$ cat src/rtl/tpu_job_sequencer.sv
// tpu_job_sequencer: bus master that feeds one tpuv1 instance.
// Per job it streams A (8 words), B (8 words) and C (16 words, or zeros)
// into the TPU, fires MatMul, waits a fixed settle time, then streams the
// 16 result words of C back out with a valid/ready handshake.
// Optional feature: define TPU_SEQ_PERF_EN to add the perf_cycles output,
// a saturating count of busy cycles for the most recent job.
module tpu_job_sequencer #(
  parameter int DIM         = 8,
  parameter int DATAW       = 64,
  parameter int ADDRW       = 16,
  parameter int WAIT_CYCLES = DIM*3+2
) (
  input  logic             clk,
  input  logic             rst_n,
  input  logic             job_valid,
  output logic             job_ready,
  input  logic             job_c_zero,
  input  logic             in_valid,
  output logic             in_ready,
  input  logic [DATAW-1:0] in_data,
  output logic             tpu_r_w,
  output logic [ADDRW-1:0] tpu_addr,
  output logic [DATAW-1:0] tpu_wdata,
  input  logic [DATAW-1:0] tpu_rdata,
  output logic             res_valid,
  input  logic             res_ready,
  output logic [DATAW-1:0] res_data,
  output logic             res_last,
  output logic             busy
`ifdef TPU_SEQ_PERF_EN
  ,
  output logic [31:0]      perf_cycles
`endif
);

  localparam int WW = $clog2(WAIT_CYCLES+1);
  localparam logic [3:0] AB_LAST = 4'(DIM-1);
  localparam logic [3:0] C_LAST  = 4'(2*DIM-1);
  localparam logic [WW-1:0] WAIT_LAST = WW'(WAIT_CYCLES-1);
  localparam logic [ADDRW-1:0] A_BASE  = ADDRW'(16'h0100);
  localparam logic [ADDRW-1:0] B_BASE  = ADDRW'(16'h0200);
  localparam logic [ADDRW-1:0] C_BASE  = ADDRW'(16'h0300);
  localparam logic [ADDRW-1:0] MM_ADDR = ADDRW'(16'h0400);

  typedef enum logic [2:0] {
    S_IDLE,
    S_LOAD_A,
    S_LOAD_B,
    S_LOAD_C,
    S_START,
    S_WAIT,
    S_READ
  } state_t;

  state_t          state_q, state_d;
  logic [3:0]      idx_q, idx_d;
  logic [WW-1:0]   wait_q, wait_d;
  logic            c_zero_q, c_zero_d;
  logic [ADDRW-1:0] idx_off;

  // Each word is 8 bytes apart in the TPU map; idx selects the word.
  assign idx_off = ADDRW'({idx_q, 3'b000});

  // Next-state and bus drive; the write path from in_data is combinational so
  // a word reaches the TPU in the same cycle it is handshaken.
  always_comb begin
    state_d   = state_q;
    idx_d     = idx_q;
    wait_d    = wait_q;
    c_zero_d  = c_zero_q;
    job_ready = 1'b0;
    in_ready  = 1'b0;
    tpu_r_w   = 1'b0;
    tpu_addr  = '0;
    tpu_wdata = '0;
    res_valid = 1'b0;
    res_data  = '0;
    res_last  = 1'b0;
    busy      = (state_q != S_IDLE);
    case (state_q)
      S_IDLE: begin
        job_ready = 1'b1;
        if (job_valid) begin
          c_zero_d = job_c_zero;
          idx_d    = '0;
          state_d  = S_LOAD_A;
        end
      end
      S_LOAD_A: begin
        in_ready = 1'b1;
        if (in_valid) begin
          tpu_r_w   = 1'b1;
          tpu_addr  = A_BASE + idx_off;
          tpu_wdata = in_data;
          if (idx_q == AB_LAST) begin
            idx_d   = '0;
            state_d = S_LOAD_B;
          end else begin
            idx_d = idx_q + 4'd1;
          end
        end
      end
      S_LOAD_B: begin
        in_ready = 1'b1;
        if (in_valid) begin
          tpu_r_w   = 1'b1;
          tpu_addr  = B_BASE + idx_off;
          tpu_wdata = in_data;
          if (idx_q == AB_LAST) begin
            idx_d   = '0;
            state_d = S_LOAD_C;
          end else begin
            idx_d = idx_q + 4'd1;
          end
        end
      end
      S_LOAD_C: begin
        in_ready = !c_zero_q;
        if (c_zero_q || in_valid) begin
          tpu_r_w   = 1'b1;
          tpu_addr  = C_BASE + idx_off;
          tpu_wdata = c_zero_q ? '0 : in_data;
          if (idx_q == C_LAST) begin
            idx_d   = '0;
            state_d = S_START;
          end else begin
            idx_d = idx_q + 4'd1;
          end
        end
      end
      S_START: begin
        tpu_r_w  = 1'b1;
        tpu_addr = MM_ADDR;
        wait_d   = '0;
        idx_d    = '0;
        state_d  = S_WAIT;
      end
      S_WAIT: begin
        if (wait_q == WAIT_LAST) begin
          idx_d   = '0;
          state_d = S_READ;
        end else begin
          wait_d = wait_q + WW'(1);
        end
      end
      S_READ: begin
        tpu_addr  = C_BASE + idx_off;
        res_valid = 1'b1;
        res_data  = tpu_rdata;
        res_last  = (idx_q == C_LAST);
        if (res_ready) begin
          if (idx_q == C_LAST) begin
            idx_d   = '0;
            state_d = S_IDLE;
          end else begin
            idx_d = idx_q + 4'd1;
          end
        end
      end
      default: begin
        state_d = S_IDLE;
        idx_d   = '0;
      end
    endcase
  end

  // Sequencer state register; reset aborts any job in flight immediately.
  always_ff @(posedge clk or negedge rst_n) begin
    if (!rst_n) begin
      state_q  <= S_IDLE;
      idx_q    <= '0;
      wait_q   <= '0;
      c_zero_q <= 1'b0;
    end else begin
      state_q  <= state_d;
      idx_q    <= idx_d;
      wait_q   <= wait_d;
      c_zero_q <= c_zero_d;
    end
  end

`ifdef TPU_SEQ_PERF_EN
  logic [31:0] perf_q, perf_d;

  // Busy-cycle counter: restarts at job accept, saturates, holds while idle.
  always_comb begin
    perf_d = perf_q;
    if (state_q == S_IDLE) begin
      if (job_valid) perf_d = '0;
    end else if (perf_q != 32'hFFFF_FFFF) begin
      perf_d = perf_q + 32'd1;
    end
  end

  // Perf counter register.
  always_ff @(posedge clk or negedge rst_n) begin
    if (!rst_n) perf_q <= '0;
    else        perf_q <= perf_d;
  end

  assign perf_cycles = perf_q;
`endif

endmodule

$ cat config.mk
export PLATFORM = sky130hd
export DESIGN_NAME = tpu_job_sequencer
export DESIGN_NICKNAME = d
export VERILOG_FILES = /design/src/rtl/tpu_job_sequencer.sv
export SDC_FILE = /design/constraint.sdc
export NUM_CORES = 1
export LEC_CHECK = 0
export BUFFER_PORTS_ARGS = -buffer_cell sky130_fd_sc_hd__buf_2
export CAP_MARGIN = 10
export CELL_PAD_IN_SITES_DETAIL_PLACEMENT = 2
export CELL_PAD_IN_SITES_GLOBAL_PLACEMENT = 2
export CORE_MARGIN = 4
export CORE_UTILIZATION = 12
export CTS_CLUSTER_SIZE = 14
export DETAILED_ROUTE_END_ITERATION = 12
export GPL_TIMING_DRIVEN = 0
export PLACE_DENSITY_LB_ADDON = 0.1
export SYNTH_ARGS = -nofsm -noshare
export SYNTH_HDL_FRONTEND = slang
export SYNTH_SLANG_ARGS = --single-unit
export TNS_END_PERCENT = 1
$ cat constraint.sdc
create_clock -name clk -period 2.2 [get_ports clk]
set_input_delay 0.11 -clock clk [delete_from_list [all_inputs] [get_ports clk]]
set_output_delay 0.11 -clock clk [all_outputs]
set_load 0.005 [all_outputs]
* Word-level counts from Yosys, hierarchy flattened
Cells that the tools add are included.
** Word-level totals
- Bits in registers :: 13
- Bits in latches :: 0
- Memory bits (writable) :: 0
- Memory bits (read-only) :: 0
- Input port bits :: 134
- Word-level logic and storage cells :: 77
- Memories :: 0
** Cells by class
- Add/subtract/negate cells :: 5
- Multipliers :: 0
- Div/mod/pow operators :: 0
- Magnitude comparators :: 0
- Equality and inequality tests :: 21
- Shift operators :: 0
- Muxes and demuxes :: 37
- Bitwise operators :: 0
- Reductions and logical operators :: 10
** Operator list (count)
- 2-to-1 mux 64 bit :: 4
- one-hot mux 64 bit (2 select lines) :: 1
- one-hot mux 11 bit (5 select lines) :: 1
- 2-to-1 mux 3 bit :: 10
- 2-to-1 mux 4 bit :: 7
- adder 10 x 7 -> 11 bit, first input constant :: 2
- 2-to-1 mux 11 bit :: 2
- inequality test 2 bit, second input constant :: 11
- one-hot mux 3 bit (7 select lines) :: 1
- one-hot mux 4 bit (5 select lines) :: 1
- adder 9 x 7 -> 10 bit, first input constant :: 1
- 2-to-1 mux 10 bit :: 1
- one-hot mux 5 bit (2 select lines) :: 1
- AND reduction 10 bit :: 1
- equality test 3 bit, second input constant :: 3
- equality test 3 x 2 -> 1 bit, second input constant :: 2
- adder 5 x 1 -> 5 bit, second input constant :: 1
- equality test 5 bit, second input constant :: 1
- 2-to-1 mux 1 bit :: 5
- 2-to-1 mux 5 bit :: 1
- AND reduction 5 bit :: 1
- adder 4 x 1 -> 4 bit, second input constant :: 1
- equality test 4 x 3 -> 1 bit, second input constant :: 1
- equality test 4 bit, second input constant :: 1
- 11 further kinds :: 12

* Depth between registers and ports, before layout
Gate-level depths: netlist of run 1.
- Depth in word-level cells :: 4
- Depth in mapped cells :: 7
- Mapped depth without buffers :: 7

* Worst setup path before layout of run 1
OpenSTA, ideal clock, no wires.
- Kind :: register to register
- Start :: register idx_q[0]
- End :: register state_q[2]
- Data arrival time :: 1555 ps
- Data required time :: 2075 ps
- Setup slack :: 520 ps
- Cell stages (with the launch flop) :: 7
- Path buffers :: 0
- Period minus slack after synthesis :: 1680 ps
- Path through :: dfrtp_1 > ha_1 > nand2_2 > o31ai_1 > a2bb2oi_4 > nor3_2 > mux2_4
** Between the ends
- Cells in the longest elaborated chain, start to end :: 3
- Elaborated cells on any way between the ends :: 7
- Those cells by class :: eq/ne (6); reduce/logical (1)
** Ends and longest elaborated chain
- from (decl) :: line 56 : logic [3:0] idx_q, idx_d;
- from (signal assigned) :: line 176 : idx_q <= idx_d;
- equality test 4 bit or equality test 4 x 3 -> 1 bit (tied branches)
- inequality test 2 bit (no source line)
- AND reduction 10 bit (no source line) (*)
- to (signal assigned) :: line 175 : state_q <= state_d;
- to (decl) :: line 55 : state_t state_q, state_d;
Every way passes the cells marked *; elsewhere a longest branch is shown, timed or not.
A chain may end at the register's enable or synchronous reset.

* Worst setup path after layout of run 1
- Start :: register state_q[1]
- End :: output port tpu_wdata[28]
** Between the ends
- Cells in the longest elaborated chain, start to end :: 3
- Elaborated cells on any way between the ends :: 5
- Those cells by class :: eq/ne (3); mux (1); reduce/logical (1)
** Ends and longest elaborated chain
- equality test 3 x 2 -> 1 bit or equality test 3 x 1 -> 1 bit (tied branches) :: line 80 : case (state_q)
- OR reduction 2 bit (no source line)
- one-hot mux 64 bit (2 select lines) (*) :: line 80
- to (decl) :: line 23 : output logic [DATAW-1:0] tpu_wdata,
Marks and branches as above.

==> results of run 1 <==
## cell usage after synthesis, types with 2 or more instances
cell type	instances
inv_1	7
dfrtp_1	13
buf_2	8
a21oi_1	7
xor2_1	3
nand2_1	9
nand2b_1	3
clkbuf_1	22
nor2b_1	2
and3_1	129
buf_4	10
o21ai_0	5
nand3_1	6
nor3_2	2
o21ai_1	2
ha_1	3
nor2_1	8
nor3_1	3
and2_1	3
mux2_4	2
## layer usage
layer | vias to the layer above | GRT usage [%] | part of all wire [%]
met5 | - | 0 | 0
met4 | 0 | 2.49 | 0.69
met3 | 7 | 5.70 | 9.8
met2 | 143 | 26.4 | 53
met1 | 1490 | 15.4 | 36
li1 | 1516 | - | -
## path summary, 6_finish.rpt
check	startpoint	end	slack [ns]	cells past startpoint
worst max-delay path	state_q[1]$_DFFE_PN0P_	tpu_wdata[28]	0.18	7
worst min-delay path	job_c_zero	c_zero_q$_DFFE_PN0P_	0.1	2
worst max register to register	idx_q[0]$_DFFE_PN0P_	state_q[2]$_DFFE_PN0P_	0.31	6
worst min register to register	idx_q[1]$_DFFE_PN0P_	idx_q[1]$_DFFE_PN0P_	0.56	2
max in group asynchronous	rst_n	state_q[1]$_DFFE_PN0P_	1.65	2
min in group asynchronous	rst_n	idx_q[2]$_DFFE_PN0P_	0.30	2
## power groups by stage
stage	clock (mW)	combinational, mW	sequential [mW]
after floorplan	0	1.44	0.381
after global placement	0	2.50	0.402
final	0.360	2.49	0.404
after global routing	0.388	2.80	0.419
after CTS	0.370	2.55	0.404
after detailed placement	0	2.53	0.407
## cells by family after synthesis
| family | Yosys count | synth area share (%) |
|---|---|---|
| simple gates | 175 | 56.0 |
| xor+xnor | 3 | 1.37 |
| fa+ha+maj | 3 | 1.96 |
| flops | 13 | 17.0 |
| compound gates | 24 | 9.02 |
| other cells | 1 | 0.196 |
| mux | 3 | 2.16 |
| buf+inv | 48 | 12.3 |
## final cells by class
| cell class | count | area share, % |
|---|---|---|
| multi-input cells | 217 | 37.6 |
| repair buffers | 275 | 37.6 |
| flip-flops and latches | 13 | 8.85 |
| well taps | 211 | 7.18 |
| plain buffers | 41 | 5.78 |
| clock buffers | 4 | 2.14 |
| inverters | 7 | 0.715 |
| diodes | 2 | 0.136 |
## flip-flops by register name, summed over array words and instances, names as in the netlist
signal,count
idx_q,4
c_zero_q,1
wait_q,5
state_q,3
## critical path: cells and delay by family, from the launching register on
family,cells,cell delay [ns]
buf+inv,4,0.80
simple gates,3,0.51
flops,1,0.35
## placed cells by master (no fill, tap or decap), drive strengths merged
cell type,instances
buf,292
and3,129
clkbuf,27
dfrtp,13
nand2,10
conb,9
nor2,9
o21ai,8
inv,7
a21oi,7
nand3,7
nor3,5
and2,3
nand2b,3
xor2,3
ha,3
nor2b,3
mux2,3
diode,2
and2b,2
o31ai,2
a21o,1
a22oi,1
a221oi,1
nand4b,1
nor4,1
a2bb2oi,1
o2bb2ai,1
o22ai,1
or2b,1
a22o,1
nand4,1
dlygate4sd3,1
## repair_timing
item	in CTS	in global routing
setup buffers	0	0
gates resized for setup	0	3
endpoints found under the hold margin	13	0
hold buffers	1	0
endpoints found under the setup margin	0	4
==> flow_summary_export.csv, run 1 <==
group,metric,value,unit
outcome,outcome,"completed",
cells_and_area,post-route-util,23.8,%
detailed_routing,drc,0,
die,dieArea,0.0180,sq mm
clock_tree,clock-sinks,13,
yosys,netlist_area,0.00191,sq mm
cells_and_area,multi_input_area,0.00138,sq mm
timing,slew_violations,0,
grt,grt_remaining_overflow,0,
cells_and_area,fill_cells,1942,
power,leakage,2.62,nW
clock_tree,clockBufferDepth,2,
timing,finalSetupTns,0,ns
cells_and_area,area_growth,92.1,%
critical_path,criticalPathCategory,"reg2out",
detailed_routing,postRouteAntennaNets,0,
cells_and_area,drive_gt1_share,55.8,%
critical_path,cp.required,2.09,ns
detailed_routing,wl_per_cell,18.0,um
critical_path,slowest_stage,"dfrtp_1",
die,die_y,134,um
detailed_routing,routed-via-count,3156,
clock_tree,path_clk_slew,0.05,ns
grt,grt_pass1_vias,3494,
place,dp_cells,763,
power,p_sw,1.64,mW
place,gp_congestion,0.751,
yosys,synth_flop_cell,"dfrtp_1",
detailed_routing,via_per_inst,4.10,
detailed_routing,drt_iter0_drc,69,
yosys,ys_warn_count,0,
cells_and_area,finalNonFillerCells,770,
yosys,synth_seq_area_share,17.0,%
power,p_int,1.62,mW
yosys,synthDistinctLibCells,43,
die,start_util,12.4,%
timing,final.setup.worst_slack,0.185,ns
yosys,synth_edf_count,0,
yosys,synth_area_leader_cell,"and3_1",
timing,timing.fmax,0.496,GHz
critical_path,critPathCaptureType,"output pin",
critical_path,slowest_delay,0.35,ns
clock_tree,cts_inserted_buffers,3,
timing,rsz0062_at_grt,"no",
place,dp_hpwl,12.2,mm
power,combPwrFrac,76.5,%
timing,hold_violations,0,
power,p_per_area,885,mW/mm^2
die,core_area,0.0154,sq mm
cells_and_area,regArea,325,sq um
critical_path,startpoint_type,"register",
cells_and_area,finalNetCount,695,
timing,fin_crit,2.02,ns
cells_and_area,finalInstanceArea,0.00368,sq mm
hold_path,min_path_type,"in2reg",
clock_tree,cts_tree,"yes",
timing,whs,0.0985,ns
critical_path,cp_common_cell,"buf_2",
critical_path,crit_chain,"buf_4 -> nor2_1 -> nor3_1 -> clkbuf_4 -> buf_2 -> and3_1 -> buf_2",
yosys,ys_ff_latch,13,
grt,grt_pass1_wl,20.2,mm
place,placed_area,0.00358,sq mm
grt,grt.total_usage,14.3,%
die,die_x,134,um
critical_path,arrival,1.91,ns
die,rows,45,
detailed_routing,drt_first_pass_iters,4,
job,max_cap_viol_count,0,
power,clkPwrFrac,11.1,%
die,num_io_pins,284,
clock_tree,cts_root_buf,"clkbuf_16",
yosys,synth_cells,270,
clock_tree,clkLatencyLatePin,0.25,ns
power,power,3.25,mW
timing,finalSetupViolCount,0,
clock_tree,htree_num_levels,1,
grt,grt_max_degree,14,
place,io_buffers,274,
grt,antenna_found_initial,2,
power,switching_share,50.4,%
yosys,synth_area_per_cell,7.09,sq um
place,place_ws,0.300,ns
power,seqPwrFrac,12.4,%
timing,fin_skew,0.00270,ns
yosys,ys_top_cells_by_area,"and3_1 (42%), dfrtp_1 (17%), clkbuf_1 (4.3%)",
critical_path,crit_fanout,10,
timing,fin_crit_sh,91.6,%
power,vdd_drop_max,277,uV
yosys,synth-async-reset-ratio,100,%
yosys,yosysTopAreaCellShare,42.2,%
detailed_routing,drt-total-wl,13.9,mm
(Power assumes the default switching activity.)
==> run 2, diff against run 1 <==
- CELL_PAD_IN_SITES_DETAIL_PLACEMENT: 2 -> unset
- CELL_PAD_IN_SITES_GLOBAL_PLACEMENT: 2 -> unset
- CORE_AREA: unset -> 4 4 107 109
- CORE_MARGIN: 4 -> unset
- CORE_UTILIZATION: 12 -> unset
- DIE_AREA: unset -> 0 0 111 113
- PLACE_DENSITY_LB_ADDON: 0.1 -> unset
==> run 2 against run 1 <==
Clock skew up 0.0047 ns. Critical path depth down 1. Non-clock buffer count unchanged. Sequential power down 1%. Worst hold slack better by 0.0047 ns. Count of clock-buffer cells in the layout down 1. Flip-flop and latch count unchanged. Core utilization up 9.7 points. Combinational power down 3%. Largest power group unchanged.
==> flow_summary_export.csv, run 2 (same netlist as run 1, synthesis figures left out) <==
group,metric,value,unit
grt,grt_pass1_vias,2969,
clock_tree,path_clk_slew,0.06,ns
timing,fin_crit_sh,91.7,%
hold_path,min_path_cells,2,
critical_path,r2r_setup_slack,0.34,ns
timing,slew_violations,0,
power,power,3.04,mW
timing,fin_skew,0.00737,ns
cells_and_area,finalNetCount,695,
timing,finalSetupTns,0,ns
critical_path,criticalPathCategory,"reg2out",
power,vdd_drop_max,349,uV
cells_and_area,reg.largest.list,"wait_q (5), idx_q (4), state_q (3)",
hold_path,min_path_type,"in2reg",
outcome,outcome,"completed",
cells_and_area,final_common_cell,"buf_2",
grt,grt.total_usage,15.6,%
timing,relSlewSlack,61.6,%
place,place_ws,0.318,ns
grt,grt_max_degree,14,
cells_and_area,top_register,"wait_q",
critical_path,rr_worst_depth,6,
grt,grt_pass1_wl,16.2,mm
clock_tree,clock-sinks,13,
job,max_cap_viol_count,0,
cells_and_area,antenna_cells,0,
detailed_routing,drt-total-wl,11.1,mm
hold_path,hold_path.startpoint,"job_c_zero",
detailed_routing,postRouteAntennaNets,0,
timing,hold_violations,0,
critical_path,critPathCaptureType,"output pin",
clock_tree,htree_num_levels,1,
place,gp_congestion,0.912,
timing,whs,0.103,ns
grt,grt_remaining_overflow,0,
cells_and_area,layout_common_cells,"buf_2 (282), and3_1 (129), clkbuf_1 (22), dfrtp_1 (13), buf_4 (10)",
critical_path,rr_endpoint,"state_q[0]$_DFFE_PN0P_",
clock_tree,cts_tree,"yes",
detailed_routing,routed-via-count,3172,
critical_path,rr_startpoint,"idx_q[0]$_DFFE_PN0P_",
detailed_routing,drt_first_pass_iters,4,
cells_and_area,largest_reg_flops,5,
clock_tree,clkLatencyLatePin,0.25,ns
hold_path,holdPathEnd,"c_zero_q$_DFFE_PN0P_",
critical_path,cp.required,2.09,ns
timing,finalSetupViolCount,0,
die,dieArea,0.0125,sq mm
die,die_y,113,um
critical_path,crit_fanout,10,
critical_path,startpoint_type,"register",
power,leakage,2.61,nW
die,die_x,111,um
detailed_routing,wl_per_cell,15.9,um
clock_tree,cts_inserted_buffers,3,
timing,rsz0062_at_grt,"no",
cells_and_area,drive_gt1_share,56.0,%
timing,timing.fmax,0.496,GHz
die,rows,38,
place,dp_hpwl,9.53,mm
timing,fin_crit,2.02,ns
critical_path,arrival,1.91,ns
die,start_util,18.1,%
die,core_area,0.0106,sq mm
detailed_routing,drc,0,
place,io_buffers,274,
detailed_routing,via_per_inst,4.55,
cells_and_area,area_growth,85.6,%
die,num_io_pins,284,
power,p_per_area,855,mW/mm^2
clock_tree,clockBufferDepth,2,
timing,tightest_slew,0.576,ns
clock_tree,cts_root_buf,"clkbuf_8",
timing,final.setup.worst_slack,0.182,ns
grt,antenna_found_initial,0,
detailed_routing,drt_iter0_drc,133,
## run 2: worst max-delay path, stage by stage (launching register included)
cell and delay (ns):
dfrtp_1 0.36, buf_4 0.18, and2b_2 0.25, buf_2 0.24
clkbuf_1 0.28, and3_1 0.22, buf_2 0.13
## run 2: worst max-delay path by stage
stage	start	endpoint	slack [ns]	cells after the start
floorplan	idx_q[0]$_DFFE_PN0P_	state_q[2]$_DFFE_PN0P_	0.52	6
global placement	state_q[1]$_DFFE_PN0P_	tpu_wdata[47]	0.33	7
detailed placement	state_q[1]$_DFFE_PN0P_	tpu_wdata[20]	0.32	7
CTS	state_q[1]$_DFFE_PN0P_	tpu_wdata[47]	0.03	7
global route	state_q[1]$_DFFE_PN0P_	tpu_wdata[47]	0.01	7
finish	state_q[1]$_DFFE_PN0P_	res_data[61]	0.18	6
## run 2: per-stage QoR
stage / area [sq um] / std cells / util (%)
6_report: 3550 / 697 / 33.5
3_3_place_gp: 3490 / 692 / 32.9
5_1_grt: 3550 / 697 / 33.5
2_1_floorplan: 1940 / 278 / -
4_1_cts: 3550 / 697 / 33.5
3_5_place_dp: 3490 / 692 / 32.9
## run 2: final cells by class
class                           instances  area [sq um]
Fill cell                            1171          7050
Inverter                                7          26.3
Clock buffer                            3          41.3
Timing Repair Buffer                  275          1380
Tap cell                              140           175
Sequential cell                        13           325
Multi-Input combinational cell        217          1390
Clock inverter                          1          5.00
Buffer                                 41           209
## run 2: power by group
group	switching (mW)	total [mW]	internal (mW)
Clock	0.0932	0.218	0.125
Sequential	0.0793	0.398	0.319
Combinational	1.37	2.42	1.05
Total	1.55	3.04	1.49
## run 2: timing repair
action                     4_1_cts  5_1_grt
buffers inserted                 0        0
setup endpoints to repair        0       50
hold endpoints to repair        13        0
hold buffers                     1        0
gates resized for setup          0        1
## run 2: per-layer routing
layer / GRT usage (%) / share of wire (%)
met5: 0 / 0
met4: 1.40 / 0.95
met2: 24.9 / 46
met3: 5.72 / 11
met1: 21.1 / 42
==> run 3, diff against run 2 <==
- REMOVE_ABC_BUFFERS: unset -> 1
==> run 3 against run 2 <==
Die area stayed put. Clock skew decreased by 0.0019 ns. Design area shrank 2.9%. Non-clock buffer count is 35 lower. Maximum frequency shrank 3.3%. Critical path depth stayed put. Sequential share of layout area increased by 0.46 points. Critical path type unchanged. Largest cell class unchanged.
==> flow_summary_export.csv, run 3 (same netlist as run 1, synthesis figures left out) <==
group,metric,value,unit
critical_path,r2r_setup_slack,0.22,ns
die,rows,38,
timing,finalSetupTns,0,ns
die,die_y,113,um
grt,grt_max_degree,70,
die,die_x,111,um
critical_path,criticalPathCategory,"reg2out",
hold_path,min_path_type,"in2reg",
grt,grt_remaining_overflow,0,
clock_tree,clockBufferDepth,2,
die,start_util,18.1,%
cells_and_area,top_register,"wait_q",
power,p_sw,1.52,mW
place,gp_congestion,0.857,
power,switching_share,50.1,%
place,dp_hpwl,8.02,mm
cells_and_area,drive_gt1_share,57.9,%
outcome,outcome,"completed",
cells_and_area,finalNonFillerCells,664,
power,seqPwrFrac,16.6,%
cells_and_area,layout_common_cells,"buf_2 (274), and3_1 (129), dfrtp_1 (10), nand2_1 (9), conb_1 (9)",
timing,fin_skew,0.00544,ns
grt,grt_pass1_wl,14.8,mm
place,place_ws,-0.222,ns
grt,antenna_found_initial,1,
power,clkPwrFrac,7.2,%
detailed_routing,via_per_inst,4.40,
detailed_routing,drt_iter0_drc,157,
cells_and_area,final_common_cell,"buf_2",
clock_tree,path_clk_slew,0.06,ns
detailed_routing,drt-total-wl,10.3,mm
detailed_routing,drc,0,
timing,slew_violations,0,
timing,finalSetupViolCount,0,
critical_path,startpoint_type,"register",
detailed_routing,drt_first_pass_iters,4,
cells_and_area,finalNetCount,661,
timing,timing.fmax,0.479,GHz
detailed_routing,routed-via-count,2922,
power,power,3.03,mW
timing,fin_crit,2.09,ns
power,combPwrFrac,76.3,%
timing,final.setup.worst_slack,0.113,ns
place,io_buffers,274,
clock_tree,cts_root_buf,"clkbuf_8",
cells_and_area,largest_reg_flops,5,
critical_path,crit_end,"tpu_wdata[57]",
timing,rsz0062_at_grt,"no",
clock_tree,cts_tree,"yes",
critical_path,cp.required,2.09,ns
clock_tree,clkLatencyLatePin,0.25,ns
clock_tree,cts_inserted_buffers,3,
cells_and_area,reg.largest.list,"wait_q (5), idx_q (4), state_q (3)",
cells_and_area,area_growth,80.1,%
power,vdd_drop_max,577,uV
grt,grt_pass1_vias,2625,
critical_path,rr_startpoint,"state_q[2]$_DFFE_PN0P_",
die,num_io_pins,284,
power,leakage,2.53,nW
timing,hold_violations,0,
timing,relSlewSlack,40.4,%
timing,fin_crit_sh,94.9,%
die,dieArea,0.0125,sq mm
critical_path,arrival,1.98,ns
power,p_int,1.51,mW
die,core_area,0.0106,sq mm
critical_path,rr_endpoint,"state_q[2]$_DFFE_PN0P_",
power,p_per_area,878,mW/mm^2
critical_path,rr_worst_depth,6,
clock_tree,clock-sinks,13,
place,dp_cells,655,
grt,grt.total_usage,14.2,%
critical_path,crit_fanout,42,
clock_tree,htree_num_levels,1,
job,max_cap_viol_count,0,
detailed_routing,wl_per_cell,15.5,um
detailed_routing,postRouteAntennaNets,0,
timing,tightest_slew,0.894,ns
critical_path,cp-startpoint,"state_q[2]$_DFFE_PN0P_",
critical_path,critPathCaptureType,"output pin",
==> run 3: repair_timing <==
item / CTS / global route
buffers inserted: 0 / 2
pin swaps: 0 / 0
setup endpoints to repair: 83 / 59
hold endpoints to repair: 13 / 0
hold buffers: 1 / 0
cloned: 1 / 0
resized for setup: 4 / 2
==> run 3: power by group through the flow <==
stage               registers [mW]  logic (mW)  clock network, mW
detailed placement           0.520        2.20                  0
finish                       0.502        2.31              0.217
floorplan                    0.498        1.08                  0
global route                 0.526        2.58              0.236
global placement             0.570        1.64                  0
CTS                          0.538        2.25              0.220
==> run 3: layer usage <==
metal	vias to the layer above	wire (um)	global-route usage, %
met5	-	0	0
met3	6	689	3.10
met2	109	5270	25.0
met1	1356	4250	18.0
met4	0	71	2.38
li1	1451	-	-
==> run 3: worst min-delay path by stage <==
stage                          start                   end  slack, ns  cells past startpoint
after detailed placement       rst_n  idx_q[0]$_DFFE_PN0P_       0.01                      1
final                     job_c_zero  c_zero_q$_DFFE_PN0P_        0.1                      2
after floorplan                rst_n  c_zero_q$_DFFE_PN0P_      -0.19                      0
after global placement         rst_n  idx_q[1]$_DFFE_PN0P_       0.01                      1
after global routing      job_c_zero  c_zero_q$_DFFE_PN0P_        0.1                      2
after CTS                 job_c_zero  c_zero_q$_DFFE_PN0P_       0.09                      2
==> run 3: final cells by class <==
type	count	area (sq um)
multi-input cells	218	1410
diodes	1	2.50
inverters	7	26.3
fillers	1157	7150
repair buffers	281	1460
flip-flops and latches	13	332
well taps	140	175
clock inverters	1	5.00
clock buffers	3	41.3
==> run 3: stage by stage <==
step                      hold WS (ns)  utilization, %  area, sq um
after detailed placement        0.0131            31.6         3350
after global placement          0.0115            31.0         3280
after global routing            0.0954            32.5         3450
final                           0.0966            32.5         3450
after CTS                       0.0934            32.3         3420
after floorplan                 -0.186               -         1740
==> run 3: critical path, cell delays in order, from the launching register on <==
cell     delay, ns
dfrtp_4       0.56
buf_16        0.20
nor3_4        0.23
buf_6         0.20
buf_6         0.18
and3_1        0.20
buf_2         0.13
